[src/rtl/alu_pkg.sv]
// Shared ALU definitions: opcodes, result/display widths and converter FSM states.
package alu_pkg;

    localparam int unsigned RESULT_W = 12;
    localparam int unsigned DIGITS   = 4;

    // One-hot ALU opcodes
    localparam logic [3:0] OP_ADD         = 4'b1000;
    localparam logic [3:0] OP_SUBTRACT    = 4'b0100;
    localparam logic [3:0] OP_MULTIPLY    = 4'b0010;
    localparam logic [3:0] OP_SHIFT_RIGHT = 4'b0001;

    typedef enum logic [1:0] {
        IDLE  = 2'd0,
        SHIFT = 2'd1,
        DONE  = 2'd2
    } state_e;

endpackage

[src/rtl/bcd_digit_adjust.sv]
// Double-dabble correction cell: a BCD nibble of 5 or more gets +3 before the shift.
module bcd_digit_adjust (
    input  logic [3:0] digit_i,
    output logic [3:0] digit_o
);

    // Add 3 so the following left shift carries correctly into the next decade
    always_comb begin
        digit_o = digit_i;
        if (digit_i >= 4'd5) begin
            digit_o = digit_i + 4'd3;
        end
    end

endmodule

[src/rtl/alu_result_bcd.sv]
// Iterative binary-to-BCD converter for the ALU result, one bit per cycle,
// with leading-zero blank flags for the seven-segment driver.
module alu_result_bcd #(
    parameter int unsigned RESULT_W = alu_pkg::RESULT_W,
    parameter int unsigned DIGITS   = alu_pkg::DIGITS
) (
    input  logic                  clk,
    input  logic                  rst_n,
    input  logic                  in_valid,
    output logic                  in_ready,
    input  logic [RESULT_W-1:0]   result,
    output logic                  out_valid,
    input  logic                  out_ready,
    output logic [4*DIGITS-1:0]   bcd,
    output logic [DIGITS-1:0]     blank,
    output logic                  busy
);

    localparam int unsigned BCD_W = 4 * DIGITS;
    localparam int unsigned CNT_W = $clog2(RESULT_W + 1);

    alu_pkg::state_e     state_q, state_d;
    logic [RESULT_W-1:0] bin_q, bin_d;
    logic [BCD_W-1:0]    bcd_q, bcd_d;
    logic [CNT_W-1:0]    cnt_q, cnt_d;
    logic [BCD_W-1:0]    bcd_adj;

    // Per-digit add-3 correction of the current BCD register
    for (genvar g = 0; g < DIGITS; g++) begin : g_adj
        bcd_digit_adjust u_adj (
            .digit_i (bcd_q[4*g +: 4]),
            .digit_o (bcd_adj[4*g +: 4])
        );
    end

    // State and datapath registers
    always_ff @(posedge clk or negedge rst_n) begin
        if (!rst_n) begin
            state_q <= alu_pkg::IDLE;
            bin_q   <= '0;
            bcd_q   <= '0;
            cnt_q   <= '0;
        end else begin
            state_q <= state_d;
            bin_q   <= bin_d;
            bcd_q   <= bcd_d;
            cnt_q   <= cnt_d;
        end
    end

    // Next state: capture in IDLE, adjust-then-shift in SHIFT, hold in DONE
    always_comb begin
        state_d = state_q;
        bin_d   = bin_q;
        bcd_d   = bcd_q;
        cnt_d   = cnt_q;
        case (state_q)
            alu_pkg::IDLE: begin
                if (in_valid) begin
                    bin_d   = result;
                    bcd_d   = '0;
                    cnt_d   = '0;
                    state_d = alu_pkg::SHIFT;
                end
            end
            alu_pkg::SHIFT: begin
                bcd_d = {bcd_adj[BCD_W-2:0], bin_q[RESULT_W-1]};
                bin_d = {bin_q[RESULT_W-2:0], 1'b0};
                cnt_d = cnt_q + CNT_W'(1);
                if (cnt_q == CNT_W'(RESULT_W - 1)) begin
                    state_d = alu_pkg::DONE;
                end
            end
            alu_pkg::DONE: begin
                if (out_ready) begin
                    state_d = alu_pkg::IDLE;
                end
            end
            default: state_d = alu_pkg::IDLE;
        endcase
    end

    // Handshake and status outputs decoded from the registered state only
    always_comb begin
        in_ready  = (state_q == alu_pkg::IDLE);
        busy      = (state_q == alu_pkg::SHIFT);
        out_valid = (state_q == alu_pkg::DONE);
        bcd       = bcd_q;
    end

    // Leading-zero blanking; the ones digit is always shown
    always_comb begin
        logic all_zero;
        blank    = '0;
        all_zero = 1'b1;
        for (int i = DIGITS - 1; i >= 1; i--) begin
            all_zero = all_zero && (bcd_q[4*i +: 4] == 4'd0);
            blank[i] = all_zero;
        end
    end

endmodule

[config.mk]
export PLATFORM = sky130hd
export DESIGN_NAME = alu_result_bcd
export DESIGN_NICKNAME = d
export VERILOG_FILES = /design/src/rtl/alu_pkg.sv /design/src/rtl/bcd_digit_adjust.sv /design/src/rtl/alu_result_bcd.sv
export SDC_FILE = /design/constraint.sdc
export NUM_CORES = 1
export LEC_CHECK = 0
export CAP_MARGIN = 20
export CORE_MARGIN = 5
export CORE_UTILIZATION = 52
export DETAILED_ROUTE_END_ITERATION = 7
export PLACE_DENSITY = 0.8
export SLEW_MARGIN = 10
export SYNTH_ARGS = -nofsm -noshare
export SYNTH_HDL_FRONTEND = slang
export SYNTH_SLANG_ARGS = --single-unit
[constraint.sdc]
create_clock -name clk -period 1.88 [get_ports clk]
set_input_delay 0.47 -clock clk [delete_from_list [all_inputs] [get_ports clk]]
set_output_delay 0.47 -clock clk [all_outputs]
set_load 0.1 [all_outputs]
==> impl_metrics.csv <==
group,metric,value,unit
critical_path,arrival,1.87,ns
final_layout,drive_gt1_frac,0.312,
clock_network,numCtsBuffers,5,
timing,hold_violations,0,
detailed_routing,drt_wl_total,5.16,mm
floorplan,die_w,72.2,um
final_layout,final_nets,293,
detailed_routing,wire_per_inst,16.4,um
synth,ys_seq_elements,34,
final_layout,n_fill_cell,228,
place,hpwl,3.59,mm
critical_path,crit_fanout,2,
critical_path,critPathKind,"reg -> out",
floorplan,dieArea,5210,um2
synth,synth_seq_area_share,0.423,
synth,avgSynthCellArea,9.91,um2
synth,yosysMostFrequentCell,"dfrtp_1",
clock_network,htree_levels,2,
detailed_routing,vias_per_cell,5.84,
grt,grt_max_degree,35,
clock_network,clk_pin_slew_worst_paths,0.07,ns
synth,synth.distinct_cells,35,
timing,setup_ws,-0.464,ns
worst_hold_path,hold_class,"reg -> reg",
detailed_routing,vias,1833,
detailed_routing,dr.pass1.iters,4,
synth,synth_edf_count,0,
timing,fin_worst_skew,0.00637,ns
synth,yosys_warnings,0,
critical_path,cp-start-kind,"flip-flop",
timing,rsz0062_at_grt,"yes",
final_layout,area_growth,46.6,%
timing,finalSetupViolCount,3,
critical_path,end_kind,"primary output",
synth,syn_nets,230,
floorplan,num_rows,22,
grt,antenna_found_initial,0,
timing,clock.fmax,427,MHz
clock_network,cts.sinks,34,
detailed_routing,dr.first_iter.drc_count,192,
clock_network,clockRootBuffer,"clkbuf_8",
place,gp_congestion,0.851,
detailed_routing,drc,0,
final_layout,multiInputGateArea,1030,um2
timing,period_needed,2.34,ns
grt,overflow,0,
timing,period_share,1.25,
synth,synth_top_area_frac,0.423,
run_status,violations,"negative setup slack",
grt,grt_usage,0.209,
floorplan,initial_core_util,0.541,
clock_network,clockBufferDepth,2,
synth,ys_top_cells_by_count,"dfrtp_1, nor2b_1, inv_1",
floorplan,core,3720,um2
place,pre_cts_slack,-0.0944,ns
critical_path,required,1.41,ns
synth,ys_async_sr_fraction,1.00,
clock_network,tritoncts,"done",
synth,synth.cell_area,2010,um2
synth,post_synth_inst_count,203,
final_layout,ff_latch_area,870,um2
run_status,status,"finished with violations",
clock_network,clock_latency,0.29,ns
synth,synth_top_flop_cell,"dfrtp_1",
floorplan,ios,39,
grt,grt_pass1_wl,8.60,mm
job,drv_cap,0,
place,portBuffers,37,
synth,synth.area.top_cells,"dfrtp_1, ha_1, nor2b_1",
synth,synth_top_cell_by_area,"dfrtp_1",
timing,drv_slew,0,
floorplan,die_h,72.2,um
grt,first_global_vias,1771,
detailed_routing,postRouteAntennaNets,0,
final_layout,antennaDiodeCount,0,
## cell usage in the layout (no fill, tap or decap), types with 3 or more instances in the layout
cell             netlist  routed
o21a_1                 4       4
nor2b_1               19      18
o211ai_1               4       4
dfrtp_1               34      23
xnor2_1                3       3
o32ai_1                3       3
o21ai_0                8       8
o21ai_1               10      10
clkdlybuf4s50_1        0      15
o2111ai_1              8       8
a22oi_1               11      11
dfrtp_2                0       9
buf_12                 0      22
a21oi_1               12      12
o221ai_1               4       4
o31ai_1                4       4
ha_1                  11      10
inv_1                 17      15
inv_4                  1       3
buf_4                  4      30
a32o_1                 5       5
nand2_1               13      13
nand2b_1               5       5
clkbuf_8               0       6
## worst paths after layout
kind                            slack (ns)  startpoint          to  cells past startpoint
worst max-delay path                 -0.46     bcd[12]    blank[1]                      6
worst min-delay path                  0.52    bin_q[0]    bin_q[0]                      2
worst max register to register        0.20     bcd[12]     bcd[13]                      8
worst min register to register        0.52    bin_q[0]    bin_q[0]                      2
max in group asynchronous             0.94       rst_n  state_q[0]                      2
min in group asynchronous             0.59       rst_n     bcd[13]                      2
## per-layer routing
layer	track usage	wire length, um	vias to the layer above
met1	0.282	2160	892
met2	0.339	2610	67
li1	-	-	864
met4	0.0605	66	0
met5	0	0	-
met3	0.0429	321	10
## per-stage QoR
step / std cells / instance area, um2 / setup TNS [ns] / hold WS [ns] / util
floorplan: 203 / 2070 / -2.62 / 0.174 / -
global placement: 299 / 2790 / -0.0736 / 0.493 / 0.752
detailed placement: 299 / 2790 / -0.0944 / 0.505 / 0.752
CTS: 310 / 2910 / -0.819 / 0.519 / 0.784
global route: 314 / 2950 / -1.17 / 0.552 / 0.794
finish: 314 / 2950 / -0.997 / 0.517 / 0.794
## what timing repair did
item	4_1_cts	5_1_grt
setup buffers	5	5
pin swaps	2	2
hold buffers	0	0
setup endpoints to repair	3	4
resized for setup	1	3
## worst max-delay path, stage by stage, from the launching register on
cell and delay, ns:
dfrtp_4 0.50, inv_4 0.08, ha_4 0.12, nor3b_4 0.22, and4_4 0.26, and4_4 0.23, buf_12 0.17
## cells by family (layout without fill, tap and decap cells)
kind of cell / after synthesis / in the layout / synth area share
adders and majority gates: 11 / 11 / 0.0684
and+or+nand+nor: 45 / 45 / 0.128
AOI/OAI and AO/OA: 78 / 78 / 0.276
buffers and inverters: 30 / 93 / 0.0840
muxes: 1 / 1 / 0.00560
DFF: 34 / 34 / 0.423
xor gates and xnor gates: 3 / 3 / 0.0131
other: 1 / 1 / 0.00186
## state kept, by name, summed over array words and instances (netlist names)
signal	flops
cnt_q	4
bcd	16
bin_q	12
state_q	2
## cell type report
| class | instances | area share |
|---|---|---|
| well taps | 48 | 0.0204 |
| clock buffers | 7 | 0.0293 |
| multi-input cells | 139 | 0.350 |
| repair buffers | 68 | 0.280 |
| flip-flops and latches | 34 | 0.295 |
| inverters | 18 | 0.0255 |
Power is left out: the tool's default activity adds up to more than one toggle a clock period on the data nets, which glitch-free logic cannot reach.
